[config.mk]
export PLATFORM = sky130hd
export DESIGN_NAME = tetris_key_ctrl
export DESIGN_NICKNAME = d
export VERILOG_FILES = /design/src/rtl/tetris_key_ctrl.sv
export SDC_FILE = /design/constraint.sdc
export NUM_CORES = 1
export LEC_CHECK = 0
export BUFFER_PORTS_ARGS = -buffer_cell sky130_fd_sc_hd__buf_2
export CELL_PAD_IN_SITES_DETAIL_PLACEMENT = 1
export CELL_PAD_IN_SITES_GLOBAL_PLACEMENT = 2
export CORE_UTILIZATION = 40
export DETAILED_ROUTE_END_ITERATION = 16
export GPL_ROUTABILITY_DRIVEN = 0
export HOLD_SLACK_MARGIN = 0.03
export PLACE_DENSITY = 0.9
export SYNTH_ARGS = -nofsm -noshare
export SYNTH_HDL_FRONTEND = slang
export SYNTH_SLANG_ARGS = --single-unit
[constraint.sdc]
create_clock -name clk -period 7.8 [get_ports clk]
set_input_delay 0.78 -clock clk [delete_from_list [all_inputs] [get_ports clk]]
set_output_delay 0.78 -clock clk [all_outputs]
set_load 0.05 [all_outputs]
[src/rtl/tetris_key_ctrl.sv]
// PS/2 scan-code sequencer for Tetris: make/break/E0 decode, held keys,
// DAS/ARR auto-repeat and a small command FIFO toward the game FSM.
module tetris_key_ctrl #(
  parameter int DAS_DELAY  = 15_000_000,
  parameter int ARR_PERIOD = 5_000_000,
  parameter int FIFO_DEPTH = 4
) (
  input  logic       clk,
  input  logic       rst,
  input  logic [7:0] data,
  input  logic       valid,
  output logic [2:0] cmd,
  output logic       cmd_valid,
  input  logic       cmd_ready,
  output logic [5:0] held,
  output logic       overflow
);

  localparam int CMAX = (DAS_DELAY > ARR_PERIOD) ? DAS_DELAY : ARR_PERIOD;
  localparam int CW   = $clog2(CMAX);
  localparam int AW   = $clog2(FIFO_DEPTH);
  localparam int NW   = AW + 1;

  localparam logic [CW-1:0] DAS_LD = CW'(DAS_DELAY - 1);
  localparam logic [CW-1:0] ARR_LD = CW'(ARR_PERIOD - 1);
  localparam logic [NW-1:0] FULL   = NW'(FIFO_DEPTH);

  typedef enum logic [1:0] {
    S_IDLE,
    S_EXT,
    S_BRK,
    S_EBRK
  } st_t;

  st_t r_st;
  st_t w_st_nxt;

  logic          w_mk;
  logic          w_bk;
  logic          w_ext;
  logic          w_hit;
  logic [2:0]    w_key;
  logic          w_mk_hit;
  logic          w_bk_hit;
  logic          w_fresh;
  logic          w_rpt_ok;
  logic          w_brk_rep;
  logic          w_fire;
  logic          w_push;
  logic [2:0]    w_pdata;
  logic          w_pop;
  logic          w_full;
  logic          w_wr_en;

  logic [5:0]    r_held;
  logic          r_rep_on;
  logic [2:0]    r_rep_key;
  logic [CW-1:0] r_rep_cnt;

  logic [2:0]    r_mem [FIFO_DEPTH];
  logic [AW-1:0] r_rd;
  logic [AW-1:0] r_wr;
  logic [NW-1:0] r_cnt;
  logic          r_ovf;

  always_ff @(posedge clk) begin
    if (rst) r_st <= S_IDLE;
    else     r_st <= w_st_nxt;
  end

  always_comb begin
    w_st_nxt = r_st;
    if (valid) begin
      unique case (r_st)
        S_IDLE: begin
          if (data == 8'hE0)      w_st_nxt = S_EXT;
          else if (data == 8'hF0) w_st_nxt = S_BRK;
          else                    w_st_nxt = S_IDLE;
        end
        S_EXT:  w_st_nxt = (data == 8'hF0) ? S_EBRK : S_IDLE;
        S_BRK:  w_st_nxt = S_IDLE;
        S_EBRK: w_st_nxt = S_IDLE;
      endcase
    end
  end

  always_comb begin
    w_mk  = 1'b0;
    w_bk  = 1'b0;
    w_ext = 1'b0;
    if (valid) begin
      unique case (r_st)
        S_IDLE: w_mk = (data != 8'hE0) && (data != 8'hF0);
        S_EXT: begin
          w_mk  = (data != 8'hF0);
          w_ext = 1'b1;
        end
        S_BRK:  w_bk = 1'b1;
        S_EBRK: begin
          w_bk  = 1'b1;
          w_ext = 1'b1;
        end
      endcase
    end
  end

  always_comb begin
    w_hit = 1'b0;
    w_key = 3'd0;
    if (w_ext) begin
      case (data)
        8'h6B:   begin w_hit = 1'b1; w_key = 3'd0; end
        8'h74:   begin w_hit = 1'b1; w_key = 3'd1; end
        8'h72:   begin w_hit = 1'b1; w_key = 3'd2; end
        8'h75:   begin w_hit = 1'b1; w_key = 3'd3; end
        default: ;
      endcase
    end else begin
      case (data)
        8'h29:   begin w_hit = 1'b1; w_key = 3'd4; end
        8'h4D:   begin w_hit = 1'b1; w_key = 3'd5; end
        default: ;
      endcase
    end
  end

  assign w_mk_hit  = w_mk && w_hit;
  assign w_bk_hit  = w_bk && w_hit;
  assign w_fresh   = w_mk_hit && !r_held[w_key];
  assign w_rpt_ok  = (w_key <= 3'd2);
  assign w_brk_rep = w_bk_hit && r_rep_on && (w_key == r_rep_key);

  // A fresh make owns the push slot; a due repeat waits with its count at 0.
  assign w_fire  = r_rep_on && (r_rep_cnt == '0) && !w_brk_rep && !w_fresh;
  assign w_push  = w_fresh || w_fire;
  assign w_pdata = w_fresh ? w_key : r_rep_key;

  always_ff @(posedge clk) begin
    if (rst) begin
      r_held <= '0;
    end else if (w_fresh) begin
      r_held[w_key] <= 1'b1;
    end else if (w_bk_hit) begin
      r_held[w_key] <= 1'b0;
    end
  end

  always_ff @(posedge clk) begin
    if (rst) begin
      r_rep_on  <= 1'b0;
      r_rep_key <= 3'd0;
      r_rep_cnt <= '0;
    end else if (w_fresh && w_rpt_ok) begin
      r_rep_on  <= 1'b1;
      r_rep_key <= w_key;
      r_rep_cnt <= DAS_LD;
    end else if (w_brk_rep) begin
      r_rep_on <= 1'b0;
    end else if (r_rep_on) begin
      if (r_rep_cnt != '0) r_rep_cnt <= r_rep_cnt - 1'b1;
      else if (w_fire)     r_rep_cnt <= ARR_LD;
    end
  end

  assign w_pop   = (r_cnt != '0) && cmd_ready;
  assign w_full  = (r_cnt == FULL);
  assign w_wr_en = w_push && (!w_full || w_pop);

  always_ff @(posedge clk) begin
    if (rst) begin
      for (int i = 0; i < FIFO_DEPTH; i++) r_mem[i] <= 3'd0;
      r_rd  <= '0;
      r_wr  <= '0;
      r_cnt <= '0;
      r_ovf <= 1'b0;
    end else begin
      if (w_wr_en) begin
        r_mem[r_wr] <= w_pdata;
        r_wr        <= r_wr + 1'b1;
      end
      if (w_pop) r_rd <= r_rd + 1'b1;
      if (w_wr_en && !w_pop)      r_cnt <= r_cnt + 1'b1;
      else if (!w_wr_en && w_pop) r_cnt <= r_cnt - 1'b1;
      if (w_push && !w_wr_en) r_ovf <= 1'b1;
    end
  end

  assign cmd       = r_mem[r_rd];
  assign cmd_valid = (r_cnt != '0);
  assign held      = r_held;
  assign overflow  = r_ovf;

endmodule
==> flow_summary_export.csv <==
group,metric,value,unit
critical_path,cp-end-kind,"flop",
power,p_total,1044,µW
layout,final_util,46.86,%
placed_design,dp_hpwl,6330,µm
layout,diodes,0,
clocking,clkSinkCount,58,
timing,finalHoldViolations,0,
floorplan,fp.dieArea,8693,µm²
routing,vias_per_cell,5.783,
critical_path,critPathRequiredTime,8.08,ns
clocking,holdBufCountCts,0,
timing,period_share,51.07,%
run_status,status,"finished clean",
grt,track_usage,22.03,%
critical_path,ff2ff_setup_slack,4.15,ns
timing,skew,0.01653,ns
yosys,synth_edf_count,12,
clocking,clock_path_buffers,2,
timing,rsz0062_at_grt,"no",
placed_design,post-place-cells,492,
yosys,netlist_instances,383,
yosys,avgSynthCellArea,8.693,µm²
yosys,synth.area.top_cells,"dfxtp_1 (28%), edfxtp_1 (11%), nor2_1 (5.2%)",
clocking,clk_latency,0.35,ns
grt,grt_pass1_vias,2907,
power,ir_drop,0.1301,mV
floorplan,die-width,93.24,µm
layout,instances_no_fill,508,
timing,setup_tns,0,ns
clocking,cts_setup_buffers,0,
critical_path,arrival,4.26,ns
routing,wl,8737,µm
layout,fin_nets,417,
clocking,ctsHtreeMaxLevel,3,
yosys,yosys.cell_types.count,79,
timing,fmaxAchievable,251.0,MHz
routing,final_antenna_net_count,0,
yosys,synth_top_area_share,27.66,%
layout,layout-drive-gt1-share,15.52,%
clocking,cts.repair.resized,0,
routing,first_pass_iters,4,
routing,drtIter0Drc,94,
grt,grt_pass1_wl,14880,µm
critical_path,ff2ff_path_depth,14,
floorplan,die_h,93.24,µm
timing,holdWs,0.4813,ns
grt,grt_remaining_overflow,0,
hold_path,hold_class,"reg -> reg",
timing,finalSetupViolCount,0,
timing,max_slew_margin,47.61,%
layout,layout_common_cells,"nor2_1 (46), dfxtp_1 (46), nand2_1 (29)",
floorplan,start_util,42.21,%
routing,route.detailed.wl_per_inst,17.20,µm
clocking,cts_made_buffers,9,
critical_path,cp-startpoint,"data[2]",
layout,register_area,1281,µm²
layout,area_delta_synth_final,11.01,%
clocking,clk_root_buffer_cell,"clkbuf_8",
critical_path,rr_endpoint,"r_cnt[2]",
yosys,ys_ff_latch,58,
clocking,tritoncts,"done",
floorplan,num_io_pins,23,
yosys,yosysTopAreaCell,"dfxtp_1",
yosys,syn-num-nets,399,
floorplan,rows,32,
power,p_leak,0.001409,µW
timing,worst_slew_pin_slew,0.7858,ns
run,max_cap_violations,0,
power,power_density,282.4,nW/µm²
critical_path,startpoint_type,"input port",
placed_design,port_buffers,22,
floorplan,design.core.area,7888,µm²
grt,grt_max_degree,39,
critical_path,critPathMaxFanout,8,
critical_path,r2r-start,"r_st[0]",
yosys,yosysWarningCount,0,
timing,slew_violations,0,
yosys,ys_seq_area_share,38.48,%
yosys,ys.flop_type,"dfxtp_1",
routing,drcViolationCount,0,
critical_path,critPathKind,"in -> reg",
timing,finalCriticalPeriod,3.984,ns
routing,dr_total_vias,2938,
yosys,synthArstFlopShare,0,%
critical_path,endpoint,"r_cnt[2]",
layout,num-fill-cells,937,
grt,antenna_found_initial,0,
yosys,syn_area,3329,µm²
clocking,clk_pin_slew,0.07,ns
layout,multi_input_comb_area,1892,µm²
## power by group
group / internal (µW) / leakage [µW] / switching [µW]
Combinational: 131 / 0.000807 / 216
Clock: 179 / 0.000105 / 134
Sequential: 344 / 0.000498 / 39.3
## area by class of cell
type | count | area share (%)
Sequential cell | 58 | 34.66
Timing Repair Buffer | 22 | 2.979
Tap cell | 102 | 3.453
Inverter | 18 | 1.828
Clock inverter | 7 | 2.539
Clock buffer | 9 | 3.351
Multi-Input combinational cell | 292 | 51.18
## metrics by stage
stage          cell area (µm²)  worst slack, ns
5_1_grt                   3696            3.634
2_1_floorplan             3329            3.979
4_1_cts                   3696            3.817
3_5_place_dp              3478            3.447
6_report                  3696            3.816
3_3_place_gp              3478            3.591
## layer usage
layer	part of all wire [%]	vias to the layer above	wire length (µm)	global-route usage (%)
li1	-	1451	-	-
met5	0	-	0	0
met1	49	1451	4257	28.63
met2	48	27	4235	37.01
met3	1.6	9	139	4.146
met4	1.2	0	104	6.538
## worst min path at each step
| stage | from | to | cells past startpoint |
|---|---|---|---|
| final | overflow | overflow | 2 |
| after global routing | r_rep_cnt[0] | r_rep_cnt[0] | 1 |
| after CTS | overflow | overflow | 2 |
| after detailed placement | overflow | overflow | 2 |
| after global placement | overflow | overflow | 2 |
| after floorplan | r_rep_cnt[0] | r_rep_cnt[0] | 1 |
## logic make-up after synthesis
logic type / after synthesis / share of synthesized area [%]
AND/OR/NAND/NOR: 187 / 30.44
adder cells (fa/ha/maj): 4 / 1.729
AO/OA/AOI/OAI: 84 / 18.64
multiplexers: 6 / 3.119
buffers and inverters: 33 / 4.697
flip-flops: 58 / 38.48
XOR/XNOR: 11 / 2.894
## cell usage after synthesis (all sizes together), types with 3 or more instances
library cell,number
clkbuf,6
a32oi,3
nand3b,3
a21oi,18
nand3,15
and3,9
o21ai,19
nor2,46
or3,13
a31oi,6
nand4b,4
nor3,19
inv,17
dfxtp,46
buf,8
or2,5
a211oi,7
nor2b,9
nor4,7
mux4,3
ha,3
a22oi,3
nand2,29
and2,5
nand4,9
edfxtp,12
a31o,4
xor2,10
## worst max-delay path, stage by stage
cell	delay (ns)
buf_2	0.13
or3b_4	0.42
a2111oi_4	0.57
or2_2	0.22
a31o_2	0.17
and2_1	0.31
a31o_2	0.23
nand2_1	0.11
inv_2	0.07
ha_1	0.18
inv_1	0.07
fa_1	0.37
xor2_1	0.16
or3_1	0.31
a21oi_1	0.14
Note: power is estimated with default switching activity, not from simulation.
